--- config.mk ---
export PLATFORM = sky130hd
export DESIGN_NAME = spi_flash_rd_ctrl
export DESIGN_NICKNAME = d
export VERILOG_FILES = /design/src/rtl/spi_flash_rd_ctrl.sv
export SDC_FILE = /design/constraint.sdc
export NUM_CORES = 1
export LEC_CHECK = 0
export CORE_ASPECT_RATIO = 1.75
export CORE_UTILIZATION = 60
export DETAILED_ROUTE_END_ITERATION = 6
export GPL_ROUTABILITY_DRIVEN = 1
export PLACE_DENSITY = 0.95
export SLEW_MARGIN = 40
export SYNTH_ARGS = -nofsm -noshare
export SYNTH_HDL_FRONTEND = slang
export SYNTH_SLANG_ARGS = --single-unit
--- constraint.sdc ---
create_clock -name CLK -period 5.2 [get_ports CLK]
set_input_delay 0.78 -clock CLK [delete_from_list [all_inputs] [get_ports CLK]]
set_output_delay 0.78 -clock CLK [all_outputs]
set_load 0.01 [all_outputs]
--- src/rtl/spi_flash_rd_ctrl.sv ---
// spi_flash_rd_ctrl: fabric-side sequencer for the PolarFire system SPI port.
// Accepts one read request (address, byte count), waits for pad ownership,
// runs a mode-0 flash READ on CLK_O/D_O/SS_O and streams the returned bytes
// out over a valid/ready interface.
// Optional feature: define SPI_FAST_READ_EN to issue FAST READ (0x0B) with
// 8 dummy clocks between the address and the data phase.
module spi_flash_rd_ctrl #(
  parameter int CLK_DIV = 4,
  parameter int LEN_W   = 16
) (
  input  logic             CLK,
  input  logic             RESETN,
  input  logic             START,
  input  logic [23:0]      ADDR,
  input  logic [LEN_W-1:0] LEN,
  output logic             BUSY,
  output logic             DONE,
  output logic             ERR,
  output logic [7:0]       RD_DATA,
  output logic             RD_VALID,
  input  logic             RD_READY,
  input  logic             FAB_SPI_OWNER,
  input  logic             D_I,
  output logic             CLK_O,
  output logic             CLK_OE,
  output logic             D_O,
  output logic             D_OE,
  output logic             SS_O,
  output logic             SS_OE
);

`ifdef SPI_FAST_READ_EN
  localparam logic [7:0] CMD  = 8'h0B;
  localparam int         SR_W = 40;   // command + address + 8 dummy bits
`else
  localparam logic [7:0] CMD  = 8'h03;
  localparam int         SR_W = 32;   // command + address
`endif

  localparam logic [5:0] LAST_OUT = 6'(SR_W - 1);
  localparam logic [7:0] DIV_LAST = 8'(CLK_DIV - 1);

  localparam logic [2:0] S_IDLE      = 3'd0;
  localparam logic [2:0] S_OWN_WAIT  = 3'd1;
  localparam logic [2:0] S_CS_SETUP  = 3'd2;
  localparam logic [2:0] S_SHIFT_OUT = 3'd3;
  localparam logic [2:0] S_SHIFT_IN  = 3'd4;
  localparam logic [2:0] S_CS_HOLD   = 3'd5;
  localparam logic [2:0] S_FINISH    = 3'd6;

  logic [2:0]       state_q, state_d;
  logic [7:0]       div_q, div_d;
  logic [5:0]       bit_q, bit_d;
  logic [LEN_W-1:0] cnt_q, cnt_d;
  logic [SR_W-1:0]  sr_q, sr_d;
  logic [7:0]       in_q, in_d;
  logic             full_q, full_d;
  logic             busy_q, busy_d;
  logic             done_q, done_d;
  logic             err_q, err_d;
  logic [7:0]       rd_data_q, rd_data_d;
  logic             rd_valid_q, rd_valid_d;
  logic             clk_o_q, clk_o_d;
  logic             clk_oe_q, clk_oe_d;
  logic             d_o_q, d_o_d;
  logic             d_oe_q, d_oe_d;
  logic             ss_o_q, ss_o_d;
  logic             ss_oe_q, ss_oe_d;
  logic             owned;
  logic             stall_rise;

  // Next-state logic: sequencer, SCK divider, shift registers and stream output
  always_comb begin
    state_d    = state_q;
    div_d      = div_q;
    bit_d      = bit_q;
    cnt_d      = cnt_q;
    sr_d       = sr_q;
    in_d       = in_q;
    full_d     = full_q;
    err_d      = err_q;
    rd_data_d  = rd_data_q;
    rd_valid_d = rd_valid_q;
    clk_o_d    = clk_o_q;
    clk_oe_d   = clk_oe_q;
    d_o_d      = d_o_q;
    d_oe_d     = d_oe_q;
    ss_o_d     = ss_o_q;
    ss_oe_d    = ss_oe_q;

    owned = (state_q == S_CS_SETUP) || (state_q == S_SHIFT_OUT) ||
            (state_q == S_SHIFT_IN) || (state_q == S_CS_HOLD);
    // A new byte may not start clocking while the previous one is unconsumed
    stall_rise = (bit_q == 6'd0) && rd_valid_q && !RD_READY;

    if (rd_valid_q && RD_READY) rd_valid_d = 1'b0;

    case (state_q)
      S_IDLE: begin
        if (START && !busy_q) begin
          err_d = 1'b0;
          cnt_d = LEN;
`ifdef SPI_FAST_READ_EN
          sr_d  = {CMD, ADDR, 8'h00};
`else
          sr_d  = {CMD, ADDR};
`endif
          state_d = (LEN == '0) ? S_FINISH : S_OWN_WAIT;
        end
      end

      S_OWN_WAIT: begin
        if (FAB_SPI_OWNER) begin
          state_d  = S_CS_SETUP;
          ss_o_d   = 1'b0;
          ss_oe_d  = 1'b1;
          clk_oe_d = 1'b1;
          d_oe_d   = 1'b1;
          clk_o_d  = 1'b0;
          d_o_d    = sr_q[SR_W-1];
          div_d    = 8'd0;
        end
      end

      // Chip-select setup doubles as the low phase of the first bit
      S_CS_SETUP: begin
        if (div_q == DIV_LAST) begin
          state_d = S_SHIFT_OUT;
          clk_o_d = 1'b1;
          div_d   = 8'd0;
          bit_d   = 6'd0;
        end else begin
          div_d = div_q + 8'd1;
        end
      end

      S_SHIFT_OUT: begin
        if (div_q == DIV_LAST) begin
          div_d = 8'd0;
          if (clk_o_q) begin
            clk_o_d = 1'b0;
            if (bit_q == LAST_OUT) begin
              state_d = S_SHIFT_IN;
              d_oe_d  = 1'b0;
              d_o_d   = 1'b0;
              bit_d   = 6'd0;
            end else begin
              bit_d = bit_q + 6'd1;
              d_o_d = sr_q[SR_W-2];
              sr_d  = {sr_q[SR_W-2:0], 1'b0};
            end
          end else begin
            clk_o_d = 1'b1;
          end
        end else begin
          div_d = div_q + 8'd1;
        end
      end

      S_SHIFT_IN: begin
        if (div_q == DIV_LAST) begin
          if (clk_o_q) begin
            clk_o_d = 1'b0;
            div_d   = 8'd0;
            bit_d   = (bit_q == 6'd7) ? 6'd0 : bit_q + 6'd1;
          end else if (!stall_rise) begin
            clk_o_d = 1'b1;
            div_d   = 8'd0;
            in_d    = {in_q[6:0], D_I};
            if (bit_q == 6'd7) full_d = 1'b1;
          end
        end else begin
          div_d = div_q + 8'd1;
        end
        // Completed byte is presented one cycle after its last sample
        if (full_q) begin
          rd_data_d  = in_q;
          rd_valid_d = 1'b1;
          full_d     = 1'b0;
          cnt_d      = cnt_q - LEN_W'(1);
          if (cnt_q == LEN_W'(1)) begin
            state_d = S_CS_HOLD;
            clk_o_d = 1'b0;
            div_d   = 8'd0;
          end
        end
      end

      S_CS_HOLD: begin
        if (div_q == DIV_LAST) begin
          state_d  = S_FINISH;
          ss_o_d   = 1'b1;
          ss_oe_d  = 1'b0;
          clk_oe_d = 1'b0;
          d_oe_d   = 1'b0;
        end else begin
          div_d = div_q + 8'd1;
        end
      end

      S_FINISH: begin
        state_d  = S_IDLE;
        ss_o_d   = 1'b1;
        ss_oe_d  = 1'b0;
        clk_oe_d = 1'b0;
        d_oe_d   = 1'b0;
        clk_o_d  = 1'b0;
        d_o_d    = 1'b0;
      end

      default: state_d = S_IDLE;
    endcase

    // Losing the pads releases the bus at once and abandons any partial byte
    if (owned && !FAB_SPI_OWNER) begin
      state_d  = S_FINISH;
      err_d    = 1'b1;
      ss_o_d   = 1'b1;
      ss_oe_d  = 1'b0;
      clk_oe_d = 1'b0;
      d_oe_d   = 1'b0;
      clk_o_d  = 1'b0;
      d_o_d    = 1'b0;
      full_d   = 1'b0;
    end

    done_d = (state_q == S_FINISH);
    busy_d = (state_d != S_IDLE) || done_d;
  end

  // State and output registers, cleared asynchronously
  always_ff @(posedge CLK or negedge RESETN) begin
    if (!RESETN) begin
      state_q    <= S_IDLE;
      div_q      <= 8'd0;
      bit_q      <= 6'd0;
      cnt_q      <= '0;
      sr_q       <= '0;
      in_q       <= 8'd0;
      full_q     <= 1'b0;
      busy_q     <= 1'b0;
      done_q     <= 1'b0;
      err_q      <= 1'b0;
      rd_data_q  <= 8'd0;
      rd_valid_q <= 1'b0;
      clk_o_q    <= 1'b0;
      clk_oe_q   <= 1'b0;
      d_o_q      <= 1'b0;
      d_oe_q     <= 1'b0;
      ss_o_q     <= 1'b1;
      ss_oe_q    <= 1'b0;
    end else begin
      state_q    <= state_d;
      div_q      <= div_d;
      bit_q      <= bit_d;
      cnt_q      <= cnt_d;
      sr_q       <= sr_d;
      in_q       <= in_d;
      full_q     <= full_d;
      busy_q     <= busy_d;
      done_q     <= done_d;
      err_q      <= err_d;
      rd_data_q  <= rd_data_d;
      rd_valid_q <= rd_valid_d;
      clk_o_q    <= clk_o_d;
      clk_oe_q   <= clk_oe_d;
      d_o_q      <= d_o_d;
      d_oe_q     <= d_oe_d;
      ss_o_q     <= ss_o_d;
      ss_oe_q    <= ss_oe_d;
    end
  end

  assign BUSY     = busy_q;
  assign DONE     = done_q;
  assign ERR      = err_q;
  assign RD_DATA  = rd_data_q;
  assign RD_VALID = rd_valid_q;
  assign CLK_O    = clk_o_q;
  assign CLK_OE   = clk_oe_q;
  assign D_O      = d_o_q;
  assign D_OE     = d_oe_q;
  assign SS_O     = ss_o_q;
  assign SS_OE    = ss_oe_q;

endmodule

# Word-level counts from Yosys, hierarchy flattened
# Index checks and enable logic that the tools add are counted.
dict set report op_classes {
  addsub 3
  muxes 78
  n_bitwise 2
  reduce_logical 39
  n_eq_ne 26
}
# operator n
set op_table {}
lappend op_table {{2-to-1 mux 32 bit} 4}
lappend op_table {{2-to-1 mux 8 bit} 8}
lappend op_table {{case mux 32 bit (2 select lines)} 1}
lappend op_table {{2-to-1 mux 6 bit} 7}
lappend op_table {{2-to-1 mux 1 bit} 36}
lappend op_table {{2-to-1 mux 3 bit} 11}
lappend op_table {{2-to-1 mux 16 bit} 2}
lappend op_table {{case mux 16 bit (2 select lines)} 1}
lappend op_table {{case mux 8 bit (4 select lines)} 1}
lappend op_table {{case mux 3 bit (6 select lines)} 1}
lappend op_table {{case mux 6 bit (3 select lines)} 1}
lappend op_table {{equality test 16 x 1 -> 1 bit (second input constant)} 1}
lappend op_table {{logical NOT 16 bit} 1}
lappend op_table {{subtractor 16 x 1 -> 16 bit (second input constant)} 1}
lappend op_table {{!= test 2 bit (second input constant)} 7}
lappend op_table {{!= test 3 x 1 -> 1 bit (second input constant)} 4}
lappend op_table {{AND reduction 4 bit} 3}
lappend op_table {{AND reduction 6 bit} 2}
lappend op_table {{nonzero test 4 bit} 3}
lappend op_table {{nonzero test 2 bit} 5}
lappend op_table {{equality test 3 bit (second input constant)} 3}
lappend op_table {{case mux 1 bit (3 select lines)} 3}
lappend op_table {{AND reduction 3 bit} 3}
lappend op_table {{adder 8 x 1 -> 8 bit (second input constant)} 1}
lappend op_table {{23 further kinds} 38}
dict set report totals {
  input_bits 46
  ff_bits 91
  word_cells 165
  output_inout_bits 18
}

# Depth between registers and ports, before layout
# Gate-level depths: netlist of run 1.
dict set report depth {
  word_depth 10
  depth_mapped 10
  mapped_depth_nobuf 7
}

# Worst setup path after synthesis of run 1
# Ideal clock, no wire load.
dict set report synth_timing {
  kind {register to register}
  start {register state_q[2]}
  end {register bit_q[0]}
  stages_incl_launch_ff 11
  setup_slack_ns 2.940
  arrival_time_ns 2.133
  setup_time_ns 0.127
  path_buffers 4
  required_time_ns 5.073
  period_less_slack_ns 2.260
  cell_sequence {dfrtp_1 -> buf_2 -> clkbuf_1 -> inv_1 -> ha_1 -> clkbuf_1 -> inv_1 -> o21a_1 -> or3_1 -> buf_2 -> mux2_1}
}
dict set report synth_via {
  elab_chain_cells 3
  word_cells_on_any_way 11
  classes_between {eq/ne: 8; mux: 1; reduce/logical: 2}
}
# element line_no
set synth_rtl {}
lappend synth_rtl {{start, declared} 51} ;# logic [2:0] state_q, state_d;
lappend synth_rtl {{start signal, assigned} 253} ;# state_q <= state_d;
lappend synth_rtl {{equality test 3 bit / equality test 3 x 2 -> 1 bit (equally long branches)} 98} ;# case (state_q)
lappend synth_rtl {{!= test 2 x 1 -> 1 bit (no source line), or another cell as far along} --}
lappend synth_rtl {{AND reduction 6 bit (no source line)} --}
lappend synth_rtl {{end signal, assigned} 255} ;# bit_q <= bit_d;
lappend synth_rtl {{end, declared} 53} ;# logic [5:0] bit_q, bit_d;
# Several ways; a longest one is shown, not always the timed one.
# A chain may end at the register's enable or synchronous reset.

# Worst setup path after layout of run 1
dict set report layout_timing {
  start {register state_q[2]}
  end {register div_q[4]}
}
dict set report layout_via {
  elab_chain_cells 4
  word_cells_on_any_way 11
  classes_between {eq/ne: 7; mux: 1; reduce/logical: 3}
}
# element line_no
set layout_rtl {}
lappend layout_rtl {{equality test 3 x 2 -> 1 bit} 98}
lappend layout_rtl {{OR reduction 2 bit (no source line)} --}
lappend layout_rtl {{nonzero test 4 bit (no source line)} --}
lappend layout_rtl {{AND reduction 3 bit (no source line)} --}
lappend layout_rtl {{end signal, assigned} 254} ;# div_q <= div_d;
lappend layout_rtl {{end, declared} 52} ;# logic [7:0] div_q, div_d;
# Several ways; a longest one is shown, not always the timed one.

==> impl_metrics.ini, run 1 <==
[logic_synthesis]
ys_seq_area_share_pct = 46.6
async_reset_ff_share_pct = 100
yosys_warnings = 0
yosysUniqueCellTypes = 67
synth_common_cells = 90 x dfrtp_1, 68 x nand2_1, 56 x o21ai_0
ys_seq_elements = 91
syn_avg_cell_area_um2 = 9.32
synth.most_common_cell = dfrtp_1
synthFlopType = dfrtp_1
synth_top_area_share_pct = 46.1
syn_area_um2 = 4890
syn_inst = 524
synth-edff-count = 0
synth_top_cell_by_area = dfrtp_1
synth_area_leaders = dfrtp_1 46%, o21ai_0 5.7%, mux2i_1 5.5%
syn-num-nets = 577

[floorplanning]
num_rows = 43
die_w_um = 70.2
initial_core_util_pct = 61.8
die_h_um = 121
pin_count = 64
die_area_um2 = 8520
core-area_um2 = 7910

[clocking]
cts_max_level = 3
cts_inserted_buffers = 9
clock_latency_ns = 0.36
holdBufCountCts = 0
cts.reportedPaths.clkPinSlew_ns = 0.07
cts_sinks = 91
root_buffer = clkbuf_16
cts_resized = 0
clk_path_buf_depth = 2
postCtsSetupRepairBufs = 0
cts_tree = done

[setup_path]
slowest_stage = or3b_2
cp-start-kind = flip-flop
critPathTopFamily = compound AO/OA/AOI/OAI gates
crit_path_cell_trace = or3b_2 -> a21oi_1 -> o21ai_1 -> o311ai_1
critPathKind = reg -> reg
worstPathArrival_ns = 3.00
critPathMaxStageDelay_ns = 0.78
crit_fanout = 30
crit_buf_inv = 0
cp-end-kind = flip-flop
r2r_slack_ns = 2.44
cp.required_ns = 5.44

[sta]
post-route-period-util_pct = 53.0
clock.fmax_mhz = 363
rsz0062_at_grt = false
clock_skew_ns = 0.0130
tightest_slew_ns = 0.813
finalSetupViolCount = 0
max_slew_margin_pct = 45.0
hold-worst-slack_ns = 0.286
hold_viol_final = 0
drv_slew = 0
tns_ns = 0
period_needed_ns = 2.76

[run_status]
status = completed

[place]
dp_hpwl_um = 8530
gp_congestion = 0.988
io_buffers = 63

[final_layout]
syn_to_final_growth_pct = 20.7
finalCoreUtilization_pct = 74.6
final_layout_size_suffix_gt1_share_pct = 9.00
fillCellCount = 522
nNetsFinal = 626
antennaDiodeCount = 0

[global_routing]
grt_pass1_vias = 4502
grt_max_degree = 76
antenna_found_initial = 0
grt_pass1_wl_um = 21100
grt_overflow = 0
grtUsageTotal_pct = 31.6

[route]
ant_nets = 0
routed_via_density = 6.57
drc = 0
vias = 4389
wl_per_cell_um = 18.7
firstDrtPassIters = 5
first_iter_violations = 365
routed_wl_um = 12500

[min_path]
hp-class = in -> async

[job]
drv_cap = 0

[power_and_ir_drop]
power.leakage_nw = 2.46
p_per_area_nw_per_um2 = 491
ir_drop_mv = 0.279
## flip-flops by register name, indices dropped and copies added (netlist names), 3 cells and up
register / count
RD_DATA: 8
state_q: 3
sr_q: 32
cnt_q: 16
div_q: 8
in_q: 8
bit_q: 6
## area by class of cell
type                            instances  area (um^2)  share of cell area, %
Clock buffer                           10          229                   3.88
Clock inverter                          6         72.6                   1.23
Inverter                               20         75.1                   1.27
Multi-Input combinational cell        382         2430                   41.1
Sequential cell                        91         2280                   38.6
Tap cell                               90          113                   1.91
Timing Repair Buffer                   69          704                   11.9
## worst paths after layout
kind / from / endpoint / depth (start not counted)
max: state_q[2] / div_q[4] / 4
min: RESETN / SS_OE / 1
max reg2reg: state_q[2] / div_q[4] / 4
min reg2reg: sr_q[5] / sr_q[5] / 2
max in group asynchronous: RESETN / bit_q[2] / 2
min in group CLK: sr_q[5] / sr_q[5] / 2
## layout by cell type, fill, tap and decap left out, types with 7 or more instances in the layout
master,Yosys,routed
nor2_1,31,31
ha_1,7,7
a21oi_1,28,28
clkbuf_16,0,9
nand3_1,12,12
o21ai_0,56,56
inv_1,20,20
mux2_2,16,16
clkdlybuf4s50_1,0,62
o22ai_1,10,10
mux2i_1,27,27
nor3_1,15,15
nand2_1,68,68
dfrtp_1,90,90
## stage by stage
stage,instance area [um^2],worst slack (ns),power [W],instances
2_1_floorplan,4890,2.94,0.00183,524
3_3_place_gp,5550,2.45,0.00209,650
3_5_place_dp,5600,2.35,0.00220,652
4_1_cts,5900,2.53,0.00288,668
5_1_grt,5900,2.26,0.00307,668
6_report,5900,2.44,0.00289,668
## report_power, final
part,switching (W),internal [W]
Sequential,0.000209,0.000911
Clock,0.000289,0.000378
Combinational,0.000652,0.000455
Total,0.00115,0.00174
## cell families after synthesis
kind of cell | Yosys count | synth area share (%)
AOI/OAI and AO/OA | 150 | 19.4
xor gates and xnor gates | 2 | 0.359
adders and majority gates | 7 | 1.79
buffers and inverters | 51 | 4.17
DFF | 91 | 46.6
muxes | 44 | 9.45
and+or+nand+nor | 179 | 18.2
## layer usage
layer | part of all wire (%) | GRT usage [%] | wire, um
met2 | 54 | 55.8 | 6690
met3 | 5.7 | 7.48 | 710
met4 | 4.1 | 17.5 | 513
met1 | 37 | 34.2 | 4580
met5 | 0 | 0 | 0
Note: power is estimated with default switching activity, not from simulation.
==> run 2, diff against run 1 <==
--- a/config.mk
+++ b/config.mk
@@ -6,10 +6,10 @@
 export NUM_CORES = 1
 export LEC_CHECK = 0
 export CORE_ASPECT_RATIO = 1.75
-export CORE_UTILIZATION = 60
+export CORE_UTILIZATION = 56
 export DETAILED_ROUTE_END_ITERATION = 6
 export GPL_ROUTABILITY_DRIVEN = 1
-export PLACE_DENSITY = 0.95
+export PLACE_DENSITY = 0.92
 export SLEW_MARGIN = 40
 export SYNTH_ARGS = -nofsm -noshare
 export SYNTH_HDL_FRONTEND = slang
==> constraint.sdc (replaced) <==
create_clock -name CLK -period 2.6 [get_ports CLK]
set_input_delay 0.39 -clock CLK [delete_from_list [all_inputs] [get_ports CLK]]
set_output_delay 0.39 -clock CLK [all_outputs]
set_load 0.01 [all_outputs]
==> impl_metrics.ini, run 2 (synthesis gave the netlist of run 1 again) <==
[setup_path]
cp-start-kind = flip-flop
critPathKind = reg -> reg
slowest_stage = or4b_4
cp-end-kind = flip-flop
crit_fanout = 5
cp.required_ns = 2.78
crit_buf_inv = 0
critPathMaxStageDelay_ns = 0.52
critPathTopFamily = simple AND/OR/NAND/NOR gates
crit_path_cell_trace = ha_1 -> or4b_4 -> nor2_1 -> o22ai_1 -> o41ai_1 -> nand4bb_1
worstPathArrival_ns = 2.66

[final_layout]
final_layout_size_suffix_gt1_share_pct = 11.4
largest_reg_flops = 32
multi_input_area_um2 = 2440
final_cell_mix = 90 x dfrtp_1, 68 x nand2_1, 62 x clkdlybuf4s50_1, 56 x o21ai_0, 31 x nor2_1
antennaDiodeCount = 0
final_common_cell = dfrtp_1
fillCellCount = 599
reg_top3 = sr_q: 32 flops, cnt_q: 16 flops
nNetsFinal = 643
final-seq-area_um2 = 2280
syn_to_final_growth_pct = 23.4
largest_register = sr_q
final_area_um2 = 6030
finalCoreUtilization_pct = 72.0

[route]
wl_per_cell_um = 17.4
first_iter_violations = 317
routed_wl_um = 12300
vias = 4426
firstDrtPassIters = 5
drc = 0
ant_nets = 0
routed_via_density = 6.24

[global_routing]
grt_overflow = 0
grt_max_degree = 45
grtUsageTotal_pct = 28.6
antenna_found_initial = 0
grt_pass1_wl_um = 20200
grt_pass1_vias = 4468

[clocking]
root_buffer = clkbuf_16
cts_max_level = 3
clk_path_buf_depth = 2
cts_tree = done
clock_latency_ns = 0.35
cts_inserted_buffers = 9
cts_sinks = 91
cts.reportedPaths.clkPinSlew_ns = 0.06

[run_status]
status = completed

[floorplanning]
die_w_um = 72.6
core-area_um2 = 8370
die_h_um = 126
pin_count = 64
num_rows = 44
die_area_um2 = 9120
initial_core_util_pct = 58.4

[sta]
period_needed_ns = 2.48
hold_viol_final = 0
max_slew_margin_pct = 57.1
clock.fmax_mhz = 403
tns_ns = 0
finalSetupViolCount = 0
setup_ws_ns = 0.119
tightest_slew_ns = 0.641
drv_slew = 0
post-route-period-util_pct = 95.4
clock_skew_ns = 0.00891
rsz0062_at_grt = false

[place]
io_buffers = 63
dp_hpwl_um = 8810
pre_cts_slack_ns = 0.194
place_area_um2 = 5750
gp_congestion = 0.986

[power_and_ir_drop]
power.leakage_nw = 2.52
p_total_w = 0.00575
p_per_area_nw_per_um2 = 954
ir_drop_mv = 0.636

[min_path]
hp-class = in -> async

[job]
drv_cap = 0
==> run 2: cell count changes in the layout (fill, tap and decap cells not counted), sizes merged <==
cell      previous run  this run
clkbuf              10         9
clkinvlp             1         2
buf                  7        24
inv                 22        21
bufinv               1         0
clkinv               2         3
==> run 2: metrics by stage <==
step,instances,hold WS [ns]
global placement,694,0.409
CTS,709,0.0465
global route,709,0.0716
detailed placement,694,0.412
floorplan,524,0.0944
finish,709,0.0284
==> run 2: worst paths after layout <==
check | endpoint | depth (start not counted) | start | slack [ns]
min reg2reg | sr_q[4] | 2 | sr_q[4] | 0.48
max in group asynchronous | SS_O | 2 | RESETN | 1.97
max reg2reg | BUSY | 6 | div_q[0] | 0.12
min in group CLK | sr_q[4] | 2 | sr_q[4] | 0.48
max | BUSY | 6 | div_q[0] | 0.12
min | DONE | 1 | RESETN | 0.03
==> run 2: area by class of cell <==
type | instances | area share, %
Inverter | 20 | 1.25
Clock inverter | 6 | 0.706
Sequential cell | 91 | 37.8
Timing Repair Buffer | 86 | 13.7
Tap cell | 115 | 2.39
Clock buffer | 9 | 3.74
Multi-Input combinational cell | 382 | 40.4
==> run 2: where the power goes <==
group / internal [W] / switching [W]
clock network: 0.000643 / 0.000543
registers: 0.00182 / 0.000370
logic: 0.000990 / 0.00138
==> run 2: timing repair <==
action,4_1_cts,5_1_grt
hold buffers,0,0
endpoints found under the setup margin,0,3
buffers inserted,0,0
resized for setup,0,1
==> run 2: routing by layer <==
metal | track usage, % | up-vias | wire length (um)
li1 | - | 2034 | -
met1 | 30.3 | 2119 | 4460
met2 | 51.5 | 207 | 6610
met3 | 6.53 | 66 | 673
met4 | 14.4 | 0 | 567
met5 | 0 | - | 0
